==> src/rtl/mem_arb_pkg.sv <==
`default_nettype none
// ============================================================================
// Module   : mem_arb_pkg
// Brief    : Shared types for the fetch/MEM-stage memory arbiter: FSM state
//            encoding, grant encoding and latency-counter width.
// Revision : 1.0 - initial release
// ============================================================================
package mem_arb_pkg;

  typedef enum logic [1:0] {
    ST_IDLE   = 2'd0,
    ST_I_BUSY = 2'd1,
    ST_D_BUSY = 2'd2,
    ST_RESP   = 2'd3
  } arb_state_t;

  typedef enum logic {
    GRANT_I = 1'b0,
    GRANT_D = 1'b1
  } grant_t;

  // Wide enough for the largest legal access time (15 cycles).
  localparam int unsigned CNT_W = 4;

endpackage
`default_nettype wire

==> src/rtl/mem_arbiter_lat_counter.sv <==
`default_nettype none
// ============================================================================
// Module   : lat_counter
// Brief    : Loadable down-counter timing a backing-memory access; reports
//            when it has reached zero.
// Revision : 1.0 - initial release
// ============================================================================
module lat_counter
  import mem_arb_pkg::*;
(
  input  logic             clk,
  input  logic             rst,
  input  logic             load,
  input  logic [CNT_W-1:0] load_val,
  input  logic             dec,
  output logic             zero
);

  logic [CNT_W-1:0] count_q;
  logic [CNT_W-1:0] count_d;

  // Load has priority; decrement saturates at zero.
  always_comb begin
    count_d = count_q;
    if (load) begin
      count_d = load_val;
    end else if (dec && (count_q != '0)) begin
      count_d = count_q - 1'b1;
    end
  end

  // Counter register.
  always_ff @(posedge clk or posedge rst) begin
    if (rst) begin
      count_q <= '0;
    end else begin
      count_q <= count_d;
    end
  end

  assign zero = (count_q == '0);

endmodule
`default_nettype wire

==> src/rtl/mem_arbiter.sv <==
`default_nettype none
// ============================================================================
// Module   : mem_arbiter
// Brief    : Arbitrates a fetch port and a MEM-stage port onto one fixed-
//            latency backing memory. One access at a time, alternating grant
//            on contention, one-cycle response strobe per access.
// Revision : 1.0 - initial release
// ============================================================================
module mem_arbiter
  import mem_arb_pkg::*;
#(
  parameter int LATENCY = 4,
  parameter int AW      = 16
) (
  input  logic          clk,
  input  logic          rst,
  input  logic          i_req,
  input  logic [AW-1:0] i_addr,
  output logic [AW-1:0] i_rdata,
  output logic          i_valid,
  input  logic          d_req,
  input  logic          d_wr,
  input  logic [AW-1:0] d_addr,
  input  logic [AW-1:0] d_wdata,
  output logic [AW-1:0] d_rdata,
  output logic          d_valid,
  output logic          mem_en,
  output logic          mem_wr,
  output logic [AW-1:0] mem_addr,
  output logic [AW-1:0] mem_wdata,
  input  logic [AW-1:0] mem_rdata
);

  localparam logic [CNT_W-1:0] LOAD_VAL = CNT_W'(LATENCY - 1);

  arb_state_t    state_q, state_d;
  grant_t        grant_q, grant_d;
  logic [AW-1:0] addr_q, addr_d;
  logic          wr_q, wr_d;
  logic [AW-1:0] wdata_q, wdata_d;
  logic [AW-1:0] i_rdata_q, i_rdata_d;
  logic [AW-1:0] d_rdata_q, d_rdata_d;
  logic          cnt_load;
  logic          cnt_dec;
  logic          cnt_zero;
  logic          busy;

  lat_counter u_lat_counter (
    .clk      (clk),
    .rst      (rst),
    .load     (cnt_load),
    .load_val (LOAD_VAL),
    .dec      (cnt_dec),
    .zero     (cnt_zero)
  );

  // Next-state logic: accept/arbitrate in IDLE, time the access, respond.
  always_comb begin
    state_d   = state_q;
    grant_d   = grant_q;
    addr_d    = addr_q;
    wr_d      = wr_q;
    wdata_d   = wdata_q;
    i_rdata_d = i_rdata_q;
    d_rdata_d = d_rdata_q;
    cnt_load  = 1'b0;
    cnt_dec   = 1'b0;
    case (state_q)
      ST_IDLE: begin
        // D wins unless it had the previous grant and I is also waiting.
        if (d_req && (!i_req || (grant_q != GRANT_D))) begin
          state_d  = ST_D_BUSY;
          grant_d  = GRANT_D;
          addr_d   = d_addr;
          wr_d     = d_wr;
          wdata_d  = d_wdata;
          cnt_load = 1'b1;
        end else if (i_req) begin
          state_d  = ST_I_BUSY;
          grant_d  = GRANT_I;
          addr_d   = i_addr;
          wr_d     = 1'b0;
          wdata_d  = '0;
          cnt_load = 1'b1;
        end
      end
      ST_I_BUSY: begin
        if (cnt_zero) begin
          i_rdata_d = mem_rdata;
          state_d   = ST_RESP;
        end else begin
          cnt_dec = 1'b1;
        end
      end
      ST_D_BUSY: begin
        if (cnt_zero) begin
          if (!wr_q) begin
            d_rdata_d = mem_rdata;
          end
          state_d = ST_RESP;
        end else begin
          cnt_dec = 1'b1;
        end
      end
      ST_RESP: begin
        state_d = ST_IDLE;
      end
      default: begin
        state_d = ST_IDLE;
      end
    endcase
  end

  // State, captured request and returned-data registers.
  always_ff @(posedge clk or posedge rst) begin
    if (rst) begin
      state_q   <= ST_IDLE;
      grant_q   <= GRANT_I;
      addr_q    <= '0;
      wr_q      <= 1'b0;
      wdata_q   <= '0;
      i_rdata_q <= '0;
      d_rdata_q <= '0;
    end else begin
      state_q   <= state_d;
      grant_q   <= grant_d;
      addr_q    <= addr_d;
      wr_q      <= wr_d;
      wdata_q   <= wdata_d;
      i_rdata_q <= i_rdata_d;
      d_rdata_q <= d_rdata_d;
    end
  end

  // Memory bus is only driven while an access is in flight.
  assign busy      = (state_q == ST_I_BUSY) || (state_q == ST_D_BUSY);
  assign mem_en    = busy;
  assign mem_wr    = (state_q == ST_D_BUSY) && wr_q;
  assign mem_addr  = busy ? addr_q  : '0;
  assign mem_wdata = busy ? wdata_q : '0;

  assign i_valid   = (state_q == ST_RESP) && (grant_q == GRANT_I);
  assign d_valid   = (state_q == ST_RESP) && (grant_q == GRANT_D);
  assign i_rdata   = i_rdata_q;
  assign d_rdata   = d_rdata_q;

endmodule
`default_nettype wire
==> config.mk <==
export PLATFORM = sky130hd
export DESIGN_NAME = mem_arbiter
export DESIGN_NICKNAME = d
export VERILOG_FILES = /design/src/rtl/mem_arb_pkg.sv /design/src/rtl/mem_arbiter_lat_counter.sv /design/src/rtl/mem_arbiter.sv
export SDC_FILE = /design/constraint.sdc
export NUM_CORES = 1
export LEC_CHECK = 0
export ABC_AREA = 1
export BUFFER_PORTS_ARGS = -buffer_cell sky130_fd_sc_hd__buf_2
export CELL_PAD_IN_SITES_DETAIL_PLACEMENT = 0
export CELL_PAD_IN_SITES_GLOBAL_PLACEMENT = 2
export CORE_MARGIN = 2
export CORE_UTILIZATION = 26
export DETAILED_ROUTE_END_ITERATION = 10
export PLACE_DENSITY_LB_ADDON = 0.1
export RECOVER_POWER = 100
export SYNTH_ARGS = -nofsm -noshare
export SYNTH_HDL_FRONTEND = slang
export SYNTH_SLANG_ARGS = --single-unit
==> constraint.sdc <==
create_clock -name clk -period 2.2 [get_ports clk]
set_input_delay 0.11 -clock clk [delete_from_list [all_inputs] [get_ports clk]]
set_output_delay 0.11 -clock clk [all_outputs]
set_load 0.01 [all_outputs]
# ---- Word level (Yosys, flattened, before mapping)
# Index checks and enable logic that the tools add are counted.
dict set report op_classes {
  n_addsub 1
  multipliers 0
  n_div 0
  order_cmp 0
  eq_ne 5
  shifts 0
  n_mux 20
  n_bitwise 2
  reduce_logical 18
}
# operator n
set op_table {}
lappend op_table {{$mux 16} 6}
lappend op_table {{$mux 1} 8}
lappend op_table {{$mux 4} 2}
lappend op_table {{$mux 2} 3}
lappend op_table {{$pmux 2 s3} 1}
lappend op_table {{$reduce_and 2->1} 3}
lappend op_table {{$logic_and 1x1->1} 5}
lappend op_table {{$eq 2x2->1 const B} 2}
lappend op_table {{$logic_not 4->1} 1}
lappend op_table {{$reduce_bool 2->1} 2}
lappend op_table {{$reduce_bool 4->1} 1}
lappend op_table {{$sub 4x1->4 const B} 1}
lappend op_table {{$ne 3x3->1 const B} 1}
lappend op_table {{$reduce_and 3->1} 1}
lappend op_table {{$eq 2x1->1 const B} 1}
lappend op_table {{$logic_not 2->1} 1}
lappend op_table {{$logic_or 1x1->1} 2}
lappend op_table {{$ne 2x1->1 const B} 1}
lappend op_table {{$not 1->1} 2}
lappend op_table {{$reduce_or 2->1} 1}
lappend op_table {{$logic_not 1->1} 1}
dict set report word_totals {
  reg_bits 72
  latchBits 0
  ramBits 0
  mem_bits_ro 0
  in_bits 69
  out_inout_bits 68
  word_cells 54
  mem_count 0
}

# ---- Longest topological paths before layout
dict set report logic_depth {
  ltp_word 6
  ltp_mapped 8
  ltp_nobuf 7
}

# ---- Hierarchy
# A second synthesis with hierarchy kept.
dict set report hier_totals {
  hier_cells 469
  hier_area_um2 3530.9
}
# module n_inst cells_each area_per_inst_um2
set modules_own_cells {}
lappend modules_own_cells {mem_arbiter 1 422 3231.8}
lappend modules_own_cells {lat_counter 1 47 299.0}

# ---- Least setup slack after synthesis
# Ideal clock, no wire load.
dict set report synth_path {
  path_kind {register -> output}
  start {register state_q[0]}
  end {output port mem_addr[10]}
  arrival_ps 1477
  t_required_ps 2090
  slack_ps 613
  stages_incl_launch_ff 7
  n_path_buf 2
  cell_sequence {dfrtp_1 -> inv_1 -> ha_1 -> clkbuf_1 -> clkbuf_1 -> nand2_1 -> inv_1}
}
dict set report synth_via {
  elab_chain_len 3
  word_cells_on_any_way 4
  cone_classes {eq/ne (2); mux (1); reduce/logical (1)}
}
# element line_no
set synth_lines {}
lappend synth_lines {{from (decl)} mem_arbiter.sv:36} ;# arb_state_t state_q, state_d;
lappend synth_lines {{from (signal assigned)} mem_arbiter.sv:125} ;# state_q <= state_d;
lappend synth_lines {{$eq 2x1->1 or $eq 2x2->1 (tied branches)} mem_arbiter.sv:136} ;# assign busy = (state_q == ST_I_BUSY) || (state_q == ST_D_BUSY);
lappend synth_lines {{$logic_or 1x1->1 (*)} mem_arbiter.sv:136}
lappend synth_lines {{net mem_en} mem_arbiter.sv:27} ;# output logic mem_en,
lappend synth_lines {{$mux 16 (*)} mem_arbiter.sv:139} ;# assign mem_addr = busy ? addr_q : '0;
lappend synth_lines {{to (decl)} mem_arbiter.sv:29} ;# output logic [AW-1:0] mem_addr,
# Mark *: on every way through the listed nets, which the timed path passes. The rest lies on a longest branch.

# ---- Worst setup path after layout
dict set report layout_path {
  start {register state_q[1]}
  end {output port mem_addr[10]}
}
dict set report layout_via {
  elab_chain_len 3
  word_cells_on_any_way 4
  cone_classes {eq/ne (2); mux (1); reduce/logical (1)}
}
# element line_no
set layout_lines {}
lappend layout_lines {{$eq 2x1->1 or $eq 2x2->1 (tied branches)} mem_arbiter.sv:136}
lappend layout_lines {{$logic_or 1x1->1 (*)} mem_arbiter.sv:136}
lappend layout_lines {{$mux 16 (*)} mem_arbiter.sv:139}
# Mark *: on every way between the ends. The rest lies on a longest branch, timed or not.

==> reports/results.tsv <==
metric	value	unit
route.detailed.drc	0	
grt_max_degree	73	
layout_setup_ws	192	ps
finalSetupViolations	0	
diodes	0	
hp-class	primary input to flip-flop	
power_switching	2.76	mW
area_growth	30.3	%
dr.pass1.iters	4	
syn_inst	448	
grt_pass1_wl	15700	um
slew_viol_final	0	
synth_area_per_cell	7.86	sq um
holdPathStages	3	
grt_setup_unrepaired	false	
dp_hpwl	6960	um
dieHeight	120	um
worst-path-buf-inv	4	
clockBufferDepth	2	
cp_common_cell	inv_1	
fin_skew	4.36	ps
r2r-start	grant_q	
cp.required	2090	ps
p_per_area	1450	nW/um^2
dpl-instance-area	4400	sq um
timing.rr.end	wr_q	
hold_viol_final	0	
cp-start-kind	flip-flop	
synth.net_count	525	
htreeDepth	3	
cts_tree	built	
p_total	6.64	mW
r2r_setup_slack	330	ps
portBuffers	136	
vias	3132	
whs	17.4	ps
clk_pin_slew	60	ps
vdd_ir_drop_max	0.401	mV
whs_endpoint	wdata_q[0]	
pre_cts_slack	475	ps
drive_gt1_share	16.6	%
slowest_stage	ha_1	
reg2reg_depth	6	
grtUsageTotal	14.0	%
path_delay_family	buffers and inverters	
rows	42	
clockPowerShare	22.4	%
via_per_inst	4.08	
antenna_found_initial	0	
crit_path_max_incr_delay	470	ps
nets	664	
wirelength	9640	um
synth-warning-count	0	
antenna_left	0	
ioPinCount	137	
slew-limit-headroom	32.7	%
synth-seq-cells	72	
drt-initial-drc-count	117	
crit_type	flip-flop to primary output	
max_cap_violations	0	
post-route-min-period	2010	ps
end_kind	primary output	
start_util	26.6	%
grt_pass1_vias	3114	
gr-total-overflow	0	
internal-power	3.87	mW
yosysUniqueCellTypes	23	
fmax	0.498	GHz
clk_latency	340	ps
die_area	14500	sq um
numCtsBuffers	9	
crit_arrival	1900	ps
cts_sinks	72	
post-cts-setup-buffers	0	
fp.coreArea	13200	sq um
gp_congestion	0.753	
netlist_area	3520	sq um
routedWlPerCell	12.5	um
crit_chain	inv_1 -> ha_1 -> buf_4 -> nand2_1 -> inv_1 -> clkbuf_1	
tns	0	ps
switching_share	41.6	%
p_leak	2.63	nW
fin_crit_sh	91.3	%
tightest_slew	1010	ps
p_seq_share	35.5	%
final_area	4590	sq um
clockRootBuffer	clkbuf_16	
die_w	120	um
crit_fanout	12	
hp-start	d_wdata[0]	
power_frac_comb	42.1	%
yosysSeqAreaShare	51.1	%
status	finished clean	
per-layer routing:
metal	global-route usage, %	vias up	share of wire (%)
met4	5.01	0	1.3
met3	4.01	10	5.8
met1	18.1	1415	46
li1	-	1625	-
met5	0	-	0
met2	22.5	82	47
cell type report:
class | instances | area (sq um)
tap | 176 | 220
clock buffer | 10 | 239
fill | 1519 | 8650
inverter | 80 | 302
multi-input combinational | 276 | 1290
sequential | 72 | 1800
clock inverter | 6 | 68.8
timing repair buffer | 148 | 668
timing repair:
action | in CTS | in global routing
gates resized for setup | 0 | 0
endpoints found under the hold margin | 72 | 0
endpoints found under the setup margin | 0 | 0
hold buffers | 1 | 0
stage by stage:
step,cells,utilization (%)
after CTS,768,35.6
after global placement,751,33.2
after detailed placement,751,33.2
final,768,34.7
after floorplan,448,-
after global routing,768,34.7
cells in the final DEF, fill, tap and decap left out, types with 2 or more instances in the layout:
cell,instances
nand2_1,177
inv_1,79
dfrtp_1,72
buf_2,70
clkbuf_1,70
o21ai_0,34
nand3_1,23
o21a_1,16
clkbuf_16,9
nor2_1,8
ha_1,8
clkinv_4,3
clkbuf_2,3
buf_4,3
nand4_1,2
nand2_4,2
worst register-to-register path, stage by stage, from the launching register on:
cell	delay, ps
dfrtp_1	430
nand2_4	230
nand2_8	170
nand2_1	140
nand2_4	160
inv_1	460
o22ai_1	130
registers in the layout (all words and copies together) (netlist names):
name,cells
grant_q,1
wr_q,1
state_q,2
wdata_q,16
i_rdata,16
d_rdata,16
u_lat_counter.count_q,4
addr_q,16
how the worst max path moves through the flow:
stage               start            to  cells past startpoint
2_1_floorplan         rst     addr_q[0]                      1
3_3_place_gp   state_q[0]    state_q[1]                      7
3_5_place_dp   state_q[1]    state_q[1]                      7
4_1_cts        state_q[1]   mem_addr[6]                      6
5_1_grt        state_q[1]  mem_addr[10]                      6
6_report       state_q[1]  mem_addr[10]                      6
cells in the mapped netlist, drive strengths merged:
| cell type | count | area, sq um |
|---|---|---|
| o21a | 16 | 120 |
| nand4 | 2 | 12.5 |
| dfrtp | 72 | 1800 |
| xor2 | 1 | 8.76 |
| nand2 | 180 | 714 |
| nor2 | 8 | 32.5 |
| o21ai | 34 | 170 |
| ha | 8 | 100 |
| inv | 80 | 300 |
| buf | 12 | 88.8 |
| nand3 | 24 | 125 |
| o211ai | 1 | 7.51 |
| a21oi | 1 | 5.00 |
| clkbuf | 8 | 30.0 |
| o22ai | 1 | 6.26 |
power groups by stage:
stage          Sequential, mW  Combinational [mW]  Clock, mW
6_report                 2.36                2.79       1.49
3_5_place_dp             2.37                3.07          0
4_1_cts                  2.35                3.08       1.55
2_1_floorplan            2.45                1.79          0
3_3_place_gp             2.35                3.07          0
5_1_grt                  2.45                3.22       1.61
cell families after synthesis:
| family | synth area share (%) |
|---|---|
| adder cells (fa/ha/maj) | 2.84 |
| AO/OA/AOI/OAI | 8.77 |
| AND/OR/NAND/NOR | 25.1 |
| buffers and inverters | 11.9 |
| XOR/XNOR | 0.249 |
| flip-flops | 51.1 |
No activity file was read; power rests on OpenSTA's default activity.
